### src/rtl/bus_arbiter.sv
// Round-robin bus arbiter: NMASTERS request ports share one slave port.
// Grants come only from registered state so masters may drive strobes combinationally from m_ack.
module bus_arbiter #(
  parameter int NMASTERS = 4
) (
  input  logic                     clk,
  input  logic                     rst_b,
  input  logic [NMASTERS-1:0]      m_req,
  output logic [NMASTERS-1:0]      m_ack,
  input  logic [32*NMASTERS-1:0]   m_addr,
  input  logic [32*NMASTERS-1:0]   m_wdata,
  input  logic [NMASTERS-1:0]      m_rd,
  input  logic [NMASTERS-1:0]      m_wr,
  output logic [31:0]              m_rdata,
  output logic [NMASTERS-1:0]      m_ready,
  output logic [31:0]              s_addr,
  output logic [31:0]              s_wdata,
  output logic                     s_rd,
  output logic                     s_wr,
  input  logic [31:0]              s_rdata,
  input  logic                     s_ready
);

  localparam int IW = (NMASTERS > 1) ? $clog2(NMASTERS) : 1;

  typedef enum logic {IDLE = 1'b0, GRANT = 1'b1} state_t;

  state_t        state_reg, state_next;
  logic [IW-1:0] owner_reg, owner_next;
  logic [IW-1:0] last_reg, last_next;
  logic [IW-1:0] pick_base, pick_idx, cand;
  logic          pick_valid;
  logic          owner_req;

  logic [31:0] addr_arr  [NMASTERS];
  logic [31:0] wdata_arr [NMASTERS];

  genvar gi;
  generate
    for (gi = 0; gi < NMASTERS; gi++) begin : g_unpack
      assign addr_arr[gi]  = m_addr[32*gi +: 32];
      assign wdata_arr[gi] = m_wdata[32*gi +: 32];
    end
  endgenerate

  assign owner_req = m_req[owner_reg];

  // On release the search starts after the releasing owner, so it only wins when nobody else asks.
  assign pick_base = (state_reg == GRANT) ? owner_reg : last_reg;

  // Descending scan: the smallest offset from pick_base is assigned last and wins.
  always_comb begin
    pick_valid = 1'b0;
    pick_idx   = '0;
    cand       = '0;
    for (int k = NMASTERS; k >= 1; k--) begin
      cand = IW'((int'(pick_base) + k) % NMASTERS);
      if (m_req[cand]) begin
        pick_valid = 1'b1;
        pick_idx   = cand;
      end
    end
  end

  always_ff @(posedge clk or negedge rst_b) begin
    if (!rst_b) begin
      state_reg <= IDLE;
      owner_reg <= '0;
      last_reg  <= IW'(NMASTERS - 1);
    end else begin
      state_reg <= state_next;
      owner_reg <= owner_next;
      last_reg  <= last_next;
    end
  end

  always_comb begin
    state_next = state_reg;
    owner_next = owner_reg;
    last_next  = last_reg;
    case (state_reg)
      IDLE: begin
        if (pick_valid) begin
          state_next = GRANT;
          owner_next = pick_idx;
        end
      end
      GRANT: begin
        if (!owner_req) begin
          last_next = owner_reg;
          if (pick_valid) begin
            owner_next = pick_idx;
          end else begin
            state_next = IDLE;
          end
        end
      end
      default: state_next = IDLE;
    endcase
  end

  always_comb begin
    m_ack   = '0;
    s_addr  = '0;
    s_wdata = '0;
    s_rd    = 1'b0;
    s_wr    = 1'b0;
    if (state_reg == GRANT) begin
      m_ack[owner_reg] = 1'b1;
      if (owner_req) begin
        s_addr  = addr_arr[owner_reg];
        s_wdata = wdata_arr[owner_reg];
        s_rd    = m_rd[owner_reg];
        s_wr    = m_wr[owner_reg];
      end
    end
  end

  assign m_ready = m_ack & {NMASTERS{s_ready}};
  // Read data is a pass-through, forced to zero while reset is held.
  assign m_rdata = rst_b ? s_rdata : '0;

endmodule

### config.mk
export PLATFORM = sky130hd
export DESIGN_NAME = bus_arbiter
export DESIGN_NICKNAME = d
export VERILOG_FILES = /design/src/rtl/bus_arbiter.sv
export SDC_FILE = /design/constraint.sdc
export NUM_CORES = 1
export LEC_CHECK = 0
export BUFFER_PORTS_ARGS = -buffer_cell sky130_fd_sc_hd__buf_2
export CAP_MARGIN = 10
export CORE_AREA = 2 2 160 162
export CTS_BUF_LIST = sky130_fd_sc_hd__clkbuf_4 sky130_fd_sc_hd__clkbuf_8
export CTS_CLUSTER_DIAMETER = 200
export DETAILED_ROUTE_END_ITERATION = 6
export DIE_AREA = 0 0 162 164
export PLACE_DENSITY_LB_ADDON = 0.15
export SKIP_CTS_REPAIR_TIMING = 1
export SLEW_MARGIN = 0
export SYNTH_ARGS = -nofsm -noshare
export SYNTH_HDL_FRONTEND = slang
export SYNTH_SLANG_ARGS = --single-unit
### constraint.sdc
create_clock -name clk -period 2.29 [get_ports clk]
set_clock_uncertainty 0.15 [all_clocks]
set_input_delay 0.3435 -clock clk [delete_from_list [all_inputs] [get_ports clk]]
set_output_delay 0.3435 -clock clk [all_outputs]
set_load 0.1 [all_outputs]
Word level (Yosys, flattened, before mapping)
Index checks and enable logic that the tools add are counted.

storage, ports and cells
  register bits = 5
  input bits = 303
  output and inout bits = 106
  logic and storage cells = 68

operators by class
  add/sub/neg operators = 4
  $lt $le $gt $ge = 7
  equality and inequality tests = 1
  multiplexer cells = 47
  bitwise logic cells = 4
  reduce and logical (&&, ||, !) cells = 2

operators by type and width
  kind                                                               number
  2-to-1 mux 32 bit                                                  9
  binary-select mux 32 bit (select 2 bit)                            2
  2-to-1 mux 1 bit                                                   18
  < comparator 2 x 3 -> 1 bit, second input constant                 5
  binary-select mux 1 bit (select 2 bit)                             7
  2-to-1 mux 2 bit                                                   7
  adder 2 x 1 -> 2 bit, second input constant                        2
  adder 2 bit, second input constant                                 2
  bitwise AND 4 bit                                                  1
  2-to-1 mux 4 bit                                                   1
  one-hot mux 2 bit (2 select lines)                                 1
  greater-or-equal comparator 3 bit, second input constant           1
  NOT 2 -> 3 bit                                                     1
  demux 1 bit (select 2 bit)                                         1
  greater-or-equal comparator 2 x 1 -> 1 bit, second input constant  1
  inequality test 2 bit, second input constant                       1
  NOT 1 bit                                                          2
  one-hot mux 1 bit (2 select lines)                                 1
  AND reduction 2 bit                                                1
  logical AND 1 bit                                                  1

Depth between registers and ports, before layout
Gate-level depths: netlist of run 1.

  depth in word-level cells = 11
  depth in mapped cells = 5
  gate-level depth less buffers = 4

Worst setup path before layout of run 1
OpenSTA, ideal clock, no wires.

  path type = reg-to-reg
  start = reg owner_reg[0]
  end = reg owner_reg[1]
  setup time = 122 ps
  data arrival time = 3345 ps
  required time = 2018 ps
  setup slack = -1327 ps
  stages on the path, launching flop included = 5
  buffers on the path = 1
  clock period less this slack = 3617 ps
  cell sequence = dfrtp_1 buf_2 nor3_1 o21ai_0 a32o_1

on the way
  longest elaborated chain between the ends = 11
  elaborated cells on any way between the ends = 27
  classes of those cells = 4 x add/sub; 1 x eq/ne; 22 x mux

ends and longest elaborated chain
  what                                                                line    RTL
  start, declared                                                     29      logic [IW-1:0] owner_reg, owner_next;
  start signal, assigned                                              72      owner_reg <= owner_next;
  2-to-1 mux 2 bit                                                    49      assign pick_base = (state_reg == GRANT) ? owner_reg : last_reg;
  adder 2 x 1 -> 2 bit                                                57      cand = IW'((int'(pick_base) + k) % NMASTERS);
  binary-select mux 1 bit (select 2 bit)                              58      if (m_req[cand]) begin
  2-to-1 mux 1 bit (not written as such)                              58
  2-to-1 mux 2 bit or 2-to-1 mux 1 bit (tied branches) (4 in series)  58
  2-to-1 mux 2 bit                                                    83, 91
  2-to-1 mux 2 bit                                                    89      if (!owner_req) begin
  one-hot mux 2 bit (2 select lines)                                  81      case (state_reg)

Several ways; a longest one is shown, not always the timed one. The select of a mux whose other input is x is not followed.
A chain may end at the register's enable or synchronous reset.

Final worst setup path of run 1
  start = reg owner_reg[0]
  end = out s_addr[29]

on the way
  longest elaborated chain between the ends = 6
  elaborated cells on any way between the ends = 8
  classes of those cells = 7 x mux; 1 x bitwise

ends and longest elaborated chain
  what                                                   line  RTL
  NOT 2 -> 3 bit (not written as such)                   111   s_addr = addr_arr[owner_reg];
  binary-select mux 32 bit (select 2 bit)                111
  2-to-1 mux 32 bit (not written as such) (2 in series)  111
  2-to-1 mux 32 bit *                                    110   if (owner_req) begin
  2-to-1 mux 32 bit *                                    108   if (state_reg == GRANT) begin
  end, declared                                          16    output logic [31:0] s_addr,

Mark *: on every way between the ends. The rest lies on a longest branch, timed or not. The select of a mux whose other input is x is not followed.

==> results of run 1 <==
==> layer usage <==
layer / vias up / track usage
met5: - / 0
met3: 14 / 0.0235
li1: 1794 / -
met4: 0 / 0.0193
met2: 226 / 0.207
met1: 1911 / 0.124
==> cell families (layout without fill, tap and decap cells) <==
| family | count (synthesis) | after routing |
|---|---|---|
| flip-flops | 5 | 5 |
| AO/OA/AOI/OAI | 11 | 11 |
| buffers and inverters | 37 | 440 |
| AND/OR/NAND/NOR | 116 | 116 |
| other | 0 | 1 |
| multiplexers | 71 | 71 |
==> stage by stage <==
stage,area (um2),power [mW],util,hold slack [ns],worst slack [ns]
after CTS,6370,12.4,0.257,-0.106,-0.147
after detailed placement,6320,12.2,0.255,0.127,0.0914
after global routing,6740,13.4,0.271,0.151,-0.198
after global placement,6320,12.2,0.255,0.127,0.0880
after floorplan,2790,8.16,-,-0.102,-0.344
final,6740,13.0,0.272,0.116,-0.146
==> report_power, final <==
| group | leakage [nW] | switching, mW | internal (mW) |
|---|---|---|---|
| logic | 3.12 | 7.49 | 5.12 |
| registers | 0.0514 | 0.0630 | 0.153 |
| clock network | 0.0262 | 0.0405 | 0.131 |
==> cells in the final DEF (no fill, tap or decap), types with 4 or more instances in the layout <==
cell type and n:
sky130_fd_sc_hd__nor2_1 6, sky130_fd_sc_hd__clkbuf_16 5, sky130_fd_sc_hd__and3_2 34, sky130_fd_sc_hd__buf_2 334, sky130_fd_sc_hd__and3_4 29, sky130_fd_sc_hd__a21oi_1 4, sky130_fd_sc_hd__buf_12 82, sky130_fd_sc_hd__mux4_2 67
sky130_fd_sc_hd__and2_1 32, sky130_fd_sc_hd__buf_4 5, sky130_fd_sc_hd__o21ai_0 4
==> final timing paths <==
kind | startpoint | end | slack (ns) | depth (start not counted)
max in group asynchronous | rst_b | owner_reg[0] | 1.33 | 3
max reg2reg | owner_reg[0] | owner_reg[0] | 0.15 | 7
min in group clk | m_req[2] | state_reg | 0.33 | 2
min reg2reg | last_reg[0] | last_reg[0] | 0.51 | 1
max | owner_reg[0] | s_addr[29] | -0.15 | 4
min | rst_b | last_reg[0] | 0.12 | 2
==> worst reg2reg max path, delay by kind of cell, from the launching register on <==
kind | cells | cell delay (ns)
AO/OA/AOI/OAI | 3 | 0.65
buffers and inverters | 3 | 0.47
flip-flops | 1 | 0.53
multiplexers | 1 | 0.24
==> area by class of cell <==
cell class	count	area, um2
Sequential cell	5	136
Inverter	3	11.3
Fill cell	2660	18100
Timing Repair Buffer	433	3580
Antenna cell	1	2.50
Multi-Input combinational cell	198	2540
Tap cell	330	413
Clock buffer	4	48.8
==> reports/qor.yml, run 1 <==
fin_crit_sh: 1.06
floorplan.rows: 58
netlist_top_cells_count: "67 x sky130_fd_sc_hd__mux4_2, 66 x sky130_fd_sc_hd__and3_1, 32 x sky130_fd_sc_hd__and2_1"
detail_route.wirelength_um: 16800
timing.hold.worst.class: "in -> async"
mappedNetlistNets: 543
drc_viols: 0
die_w_um: 162
number_of_enable_type_register_cells_in_the_synthesized_netlist: 0
met3WireLength_um: 1470
slew-limit-headroom: 0.673
grt-ovfl-total: 0
overall_global_routing_usage: 0.108
drt-met1-wl_um: 6130
synthArstFlopShare: 1.00
floorplan.io_pins: 409
gp_congestion: 0.762
synth_fa_ha_area_frac: 0
post_synth_instance_area_mm2: 0.00270
layout-area-overhead-vs-synth_pct: 150
initial_antenna_violation_count: 1
cts_inserted_buffers: 3
rsz0062_at_grt: "true"
timing.critical_path.from_type: "flip-flop"
clock_tree.htree_level_count: 1
critical_path_s_slowest_cell: "sky130_fd_sc_hd__mux4_2"
fin_tns_setup_ns: -7.72
p_leak_nw: 3.20
critPathCaptureType: "primary output"
synthSimpleGateAreaFrac: 0.263
ant_nets: 0
design.die.area_mm2: 0.0266
layout.nets: 947
synth_mux_area_frac: 0.576
clk-insertion-delay-late_ns: 0.22
share_of_the_synthesized_area_in_the_top_cell_type: 0.560
timing.critical_path.required_ns: 1.80
netlist.top_cell.by_area: "sky130_fd_sc_hd__mux4_2"
instances_no_fill: 974
detail_route.wl_per_cell_um: 17.3
floorplan.initialDensity: 0.109
ir_drop_worst_case_vdd_mv: 0.719
grt_pass1_wl_um: 22500
yosys-top-cells-area: "sky130_fd_sc_hd__mux4_2 56%, sky130_fd_sc_hd__and3_1 15%, sky130_fd_sc_hd__and2_1 7.4%"
timing.final.max_slew_violations: 0
path_cells: "mux4_2 -> clkbuf_16 -> and3_2 -> buf_12"
yosys_warnings: 0
final-setup-viol-count: 66
classification_of_the_worst_setup_path: "reg -> out"
violations: "setup timing"
fin_ws_ns: -0.146
synth_compound_area_frac: 0.0255
result_of_the_run: "finished with violations"
finalCriticalPeriod_ns: 2.44
p_per_area_mw_per_mm2: 1930
number_of_vias_in_the_routed_layout: 3945
fp.dieH_um: 164
synth_xor_xnor_area_share: 0
synth-seq-cells: 5
cpPeakStageDelay_ns: 0.61
critPathMaxFanout: 22
detail_route.iter0.violations: 145
route.met2.wl_um: 9010
dominant_combinational_cell_family_by_area_after_synthesis: "multiplexers"
detailedPlacementHpwl_um: 13300
area_inside_the_core_boundary_mm2: 0.0248
layout-drive-gt1-share: 0.896
first_global_vias: 3936
sequential_share_of_the_synthesized_area: 0.0474
detail_route.vias_per_cell: 4.05
clock-sinks: 5
post_synth_inst_count: 240
post_syn_area_per_cell_um2: 11.2
worst_path_dominant_cell_family: "multiplexers"
drt_pre_antenna_iters: 4
maxCapViolations: 0
port_buffers: 408
postSynth.topFlopCell: "sky130_fd_sc_hd__dfrtp_1"
clk_pin_slew_worst_paths_ns: 0.04
worstMarginPinSlew_ns: 0.495
clock_root_buffer_master: "sky130_fd_sc_hd__clkbuf_8"
grt_start_max_net_pins: 46
critPathBufInv: 2
max_freq_mhz: 410
worst_ep_arrival_time_ns: 1.94
cts_max_path_buffers: 2
placed_cells: 958
cts_tree: "yes"
final_hold_viol_count: 0
yosysUniqueCellTypes: 27
synth.most_common_cell: "sky130_fd_sc_hd__mux4_2"
top_signal_layer_used: "met4"
No activity file was read; power rests on OpenSTA's default activity.
==> inputs of run 2 (changes only) <==
CELL_PAD_IN_SITES_DETAIL_PLACEMENT = 0   (was default)
CELL_PAD_IN_SITES_GLOBAL_PLACEMENT = 1   (was default)
CORE_AREA = 2 2 159 161   (was 2 2 160 162)
DIE_AREA = 0 0 161 163   (was 0 0 162 164)
SKIP_CTS_REPAIR_TIMING = default   (was 1)
==> run 2 against run 1 <==
Against the previous run:
- the run still ends with setup timing left
- sequential power shrank 5%
- worst setup slack lost 0.017 ns
- total power grew 2.1%
- highest routed layer unchanged
- wire length grew 4.3%
- largest cell class unchanged
==> reports/qor.yml, run 2 (synthesis gave the netlist of run 1 again) <==
p_leak_nw: 3.16
layout-drive-gt1-share: 0.905
grt_busiest_layer: "met2"
rsz0062_at_grt: "true"
clk_pin_slew_worst_paths_ns: 0.03
met3_usage: 0.0247
layout-area-overhead-vs-synth_pct: 154
pre_cts_ws_ns: 0.0228
grt_start_max_net_pins: 40
grt-ovfl-total: 0
ant_nets: 0
final-setup-viol-count: 66
first_global_vias: 4237
critPathMostFrequentCell: "sky130_fd_sc_hd__buf_12"
fp.dieH_um: 163
n_fill_cell: 2609
detail_route.vias_per_cell: 4.08
ir_drop_worst_case_vdd_mv: 0.668
floorplan.io_pins: 409
area_inside_the_core_boundary_mm2: 0.0247
holdWs_ns: 0.224
clock-sinks: 5
cpPeakStageDelay_ns: 0.51
detail_route.wirelength_um: 17500
register_to_register_setup_slack_ns: 0.21
detail_route.iter0.violations: 172
detailedPlacementHpwl_um: 15000
layout.nets: 945
total_power_mw: 13.3
use_met2: 0.249
num_antenna_cells: 0
cts_inserted_buffers: 3
critical_path_s_slowest_cell: "sky130_fd_sc_hd__dfrtp_4"
classification_of_the_worst_setup_path: "reg -> out"
timing.rr.end: "last_reg[0]"
cts_max_path_buffers: 2
drc_viols: 0
cts_tree: "yes"
clock_root_buffer_master: "sky130_fd_sc_hd__clkbuf_8"
clk-insertion-delay-late_ns: 0.22
final_cell_mix: "334 x sky130_fd_sc_hd__buf_2, 82 x sky130_fd_sc_hd__buf_12, 67 x sky130_fd_sc_hd__mux4_2"
clock_tree.htree_level_count: 1
finalCriticalPeriod_ns: 2.45
floorplan.rows: 58
gr-usage-met1: 0.137
number_of_vias_in_the_routed_layout: 3960
worst_r2r_startpoint: "owner_reg[0]"
design.die.area_mm2: 0.0262
die_w_um: 161
timing.critical_path.required_ns: 1.80
floorplan.initialDensity: 0.109
drt_pre_antenna_iters: 4
timing.final.max_slew_violations: 0
rr_worst_depth: 5
layout.cells.most_common: "sky130_fd_sc_hd__buf_2"
grt_pass1_wl_um: 25400
overall_global_routing_usage: 0.126
path_cells: "buf_6 -> mux4_2 -> buf_12 -> and3_2 -> buf_12"
port_buffers: 408
detail_route.wl_per_cell_um: 18.1
fin_crit_sh: 1.07
gp_congestion: 0.907
worstMarginPinSlew_ns: 0.501
p_per_area_mw_per_mm2: 1940
initial_antenna_violation_count: 0
timing.critical_path.from_type: "flip-flop"
maxCapViolations: 0
fin_ws_ns: -0.163
critPathMaxFanout: 29
timing.hold.worst.class: "in -> async"
final_hold_viol_count: 0
slew-limit-headroom: 0.669
violations: "setup timing"
critPathCaptureType: "primary output"
max_freq_mhz: 408
result_of_the_run: "finished with violations"
worst_ep_arrival_time_ns: 1.96
## run 2: how the worst max path moves through the flow
stage / startpoint / endpoint / slack (ns)
after global placement: owner_reg[1] / s_addr[17] / 0.03
after global routing: owner_reg[0] / s_rd / -0.22
after detailed placement: owner_reg[1] / s_addr[17] / 0.02
after floorplan: owner_reg[0] / owner_reg[0] / -0.34
final: owner_reg[0] / s_rd / -0.16
after CTS: owner_reg[0] / s_rd / -0.18
## run 2: worst max-delay path: cells and delay by family, from the launching register on
family	cells	cell delay [ns]
DFF	1	0.51
and+or+nand+nor	1	0.23
buffers and inverters	3	0.50
muxes	1	0.48
## run 2: power by group
group	switching, mW	internal (mW)
Sequential	0.0521	0.153
Clock	0.0422	0.131
Combinational	7.54	5.35
## run 2: repair_timing
| item | 4_1_cts | 5_1_grt |
|---|---|---|
| hold endpoints to repair | 3 | 0 |
| endpoints found under the setup margin | 66 | 70 |
| hold buffers | 1 | 0 |
| pin swaps | 1 | 2 |
| gates cloned | 5 | 0 |
| resized for setup | 57 | 23 |
| setup buffers | 8 | 0 |
## run 2: cell type report
class	count	area (um2)	area share
clock buffers	4	48.8	0.00713
inverters	3	11.3	0.00164
multi-input cells	198	2680	0.392
flip-flops and latches	5	136	0.0199
well taps	330	413	0.0603
repair buffers	431	3560	0.519
## run 2: per-layer routing
metal / vias up / wire [um]
li1: 1791 / -
met1: 1897 / 6260
met2: 254 / 9650
met3: 18 / 1340
met4: 0 / 281
met5: - / 0
## run 2: metrics by stage
stage,setup TNS (ns),cells,utilization,cell area [um2]
2_1_floorplan,-2.41,240,-,2790
3_3_place_gp,0,955,0.254,6270
3_5_place_dp,0,955,0.254,6270
4_1_cts,-9.30,973,0.275,6790
5_1_grt,-10.86,971,0.278,6850
6_report,-8.44,971,0.278,6850
==> inputs of run 3 (changes only) <==
SKIP_CTS_REPAIR_TIMING = 1   (was default)
==> run 3 against run 2 <==
Against the previous run:
- the run still ends with setup timing left
- sequential share of layout area is 0.068 points higher
- first-iteration DRC count is 15% higher
- global-route usage decreased by 0.59 points
- non-clock buffer count down 1
- register-to-register slack hardly changed
- total power shrank 3.5%
- sequential cell count is the same
- maximum frequency is 0.89% lower
- die area unchanged
- sequential power about the same
- clock-buffer cell count is the same
- critical path type unchanged
- highest routed layer unchanged
==> reports/qor.yml, run 3 (synthesis gave the netlist of run 1 again) <==
rr_worst_depth: 5
timing.hold.worst.class: "in -> async"
fin_crit_sh: 1.08
critPathMaxFanout: 39
rsz0062_at_grt: "true"
worstMarginPinSlew_ns: 0.501
critPathMostFrequentCell: "sky130_fd_sc_hd__buf_12"
layout-area-overhead-vs-synth_pct: 146
p_per_area_mw_per_mm2: 1930
max_freq_mhz: 404
n_fill_cell: 2613
fin_ws_ns: -0.185
cts_max_path_buffers: 2
timing.final.max_slew_violations: 0
p_leak_nw: 3.16
layout.nets: 944
port_buffers: 408
cpPeakStageDelay_ns: 0.51
cts_inserted_buffers: 3
path_cells: "buf_4 -> mux4_2 -> buf_12 -> and3_2 -> buf_12"
instances_no_fill: 970
die_w_um: 161
drt_pre_antenna_iters: 4
placed_cells: 955
critPathCaptureType: "primary output"
ir_drop_worst_case_vdd_mv: 0.653
final_hold_viol_count: 0
clock-sinks: 5
floorplan.initialDensity: 0.109
finalCriticalPeriod_ns: 2.47
area_inside_the_core_boundary_mm2: 0.0247
layout.cells.most_common: "sky130_fd_sc_hd__buf_2"
fp.dieH_um: 163
cts_tree: "yes"
final_util: 0.268
detail_route.wirelength_um: 17700
first_global_vias: 4103
worst_ep_arrival_time_ns: 1.98
layout-drive-gt1-share: 0.902
grt_pass1_wl_um: 24400
clock_root_buffer_master: "sky130_fd_sc_hd__clkbuf_8"
detailedPlacementHpwl_um: 15000
critical_path_s_slowest_cell: "sky130_fd_sc_hd__dfrtp_4"
detail_route.iter0.violations: 197
classification_of_the_worst_setup_path: "reg -> out"
slew-limit-headroom: 0.669
clk-insertion-delay-late_ns: 0.22
detail_route.wl_per_cell_um: 18.3
clock_tree.htree_level_count: 1
final_cell_mix: "334 x sky130_fd_sc_hd__buf_2, 78 x sky130_fd_sc_hd__buf_12, 67 x sky130_fd_sc_hd__mux4_2"
design.die.area_mm2: 0.0262
timing.critical_path.from_type: "flip-flop"
number_of_vias_in_the_routed_layout: 3931
grt-ovfl-total: 0
final-setup-viol-count: 66
overall_global_routing_usage: 0.120
floorplan.io_pins: 409
violations: "setup timing"
grt_start_max_net_pins: 40
detail_route.vias_per_cell: 4.05
result_of_the_run: "finished with violations"
gp_congestion: 0.907
initial_antenna_violation_count: 0
drc_viols: 0
maxCapViolations: 0
ant_nets: 0
timing.critical_path.required_ns: 1.80
num_antenna_cells: 0
pre_cts_ws_ns: 0.0228
floorplan.rows: 58
clk_pin_slew_worst_paths_ns: 0.03
-- run 3: changes by cell type in the layout (fill, tap and decap cells not counted), sizes merged --
cell,previous run,this run
clkbuf,4,8
buf,430,425
-- run 3: power by group --
| group | total (mW) | internal, mW | switching, mW |
|---|---|---|---|
| Clock | 0.173 | 0.131 | 0.0416 |
| Sequential | 0.206 | 0.153 | 0.0532 |
| Combinational | 12.4 | 4.99 | 7.44 |
-- run 3: path summary, 6_finish.rpt --
kind | end | from | slack [ns]
max | s_wdata[15] | owner_reg[0] | -0.18
max reg2reg | last_reg[0] | owner_reg[0] | 0.21
min in group clk | state_reg | m_req[2] | 0.33
min reg2reg | last_reg[1] | last_reg[1] | 0.50
min | last_reg[0] | rst_b | 0.23
max in group asynchronous | owner_reg[0] | rst_b | 1.09
-- run 3: final cells by class --
| class | instances | area, um2 | share of cell area |
|---|---|---|---|
| clock buffers | 4 | 48.8 | 0.00737 |
| inverters | 3 | 11.3 | 0.00170 |
| multi-input cells | 198 | 2520 | 0.380 |
| flip-flops and latches | 5 | 136 | 0.0206 |
| well taps | 330 | 413 | 0.0623 |
| repair buffers | 430 | 3500 | 0.528 |
-- run 3: through the flow --
stage	hold WS, ns	power [mW]	TNS [ns]	area [um2]
after floorplan	-0.102	8.16	-2.41	2790
after global placement	0.166	12.1	0	6270
after detailed placement	0.187	12.1	0	6270
after CTS	-0.0460	12.3	-12.25	6320
after global routing	0.281	13.3	-13.00	6620
final	0.229	12.8	-10.30	6620
-- run 3: critical path: cells and delay by family (launching register included) --
family	cells	cell delay [ns]
buffers and inverters	3	0.51
and+or+nand+nor	1	0.24
DFF	1	0.51
muxes	1	0.47
-- run 3: routing by layer --
layer | routed length (um) | global-route usage | part of all wire
met1 | 6400 | 0.128 | 0.36
met2 | 9720 | 0.241 | 0.55
met3 | 1410 | 0.0239 | 0.080
met4 | 205 | 0.0260 | 0.012
met5 | 0 | 0 | 0
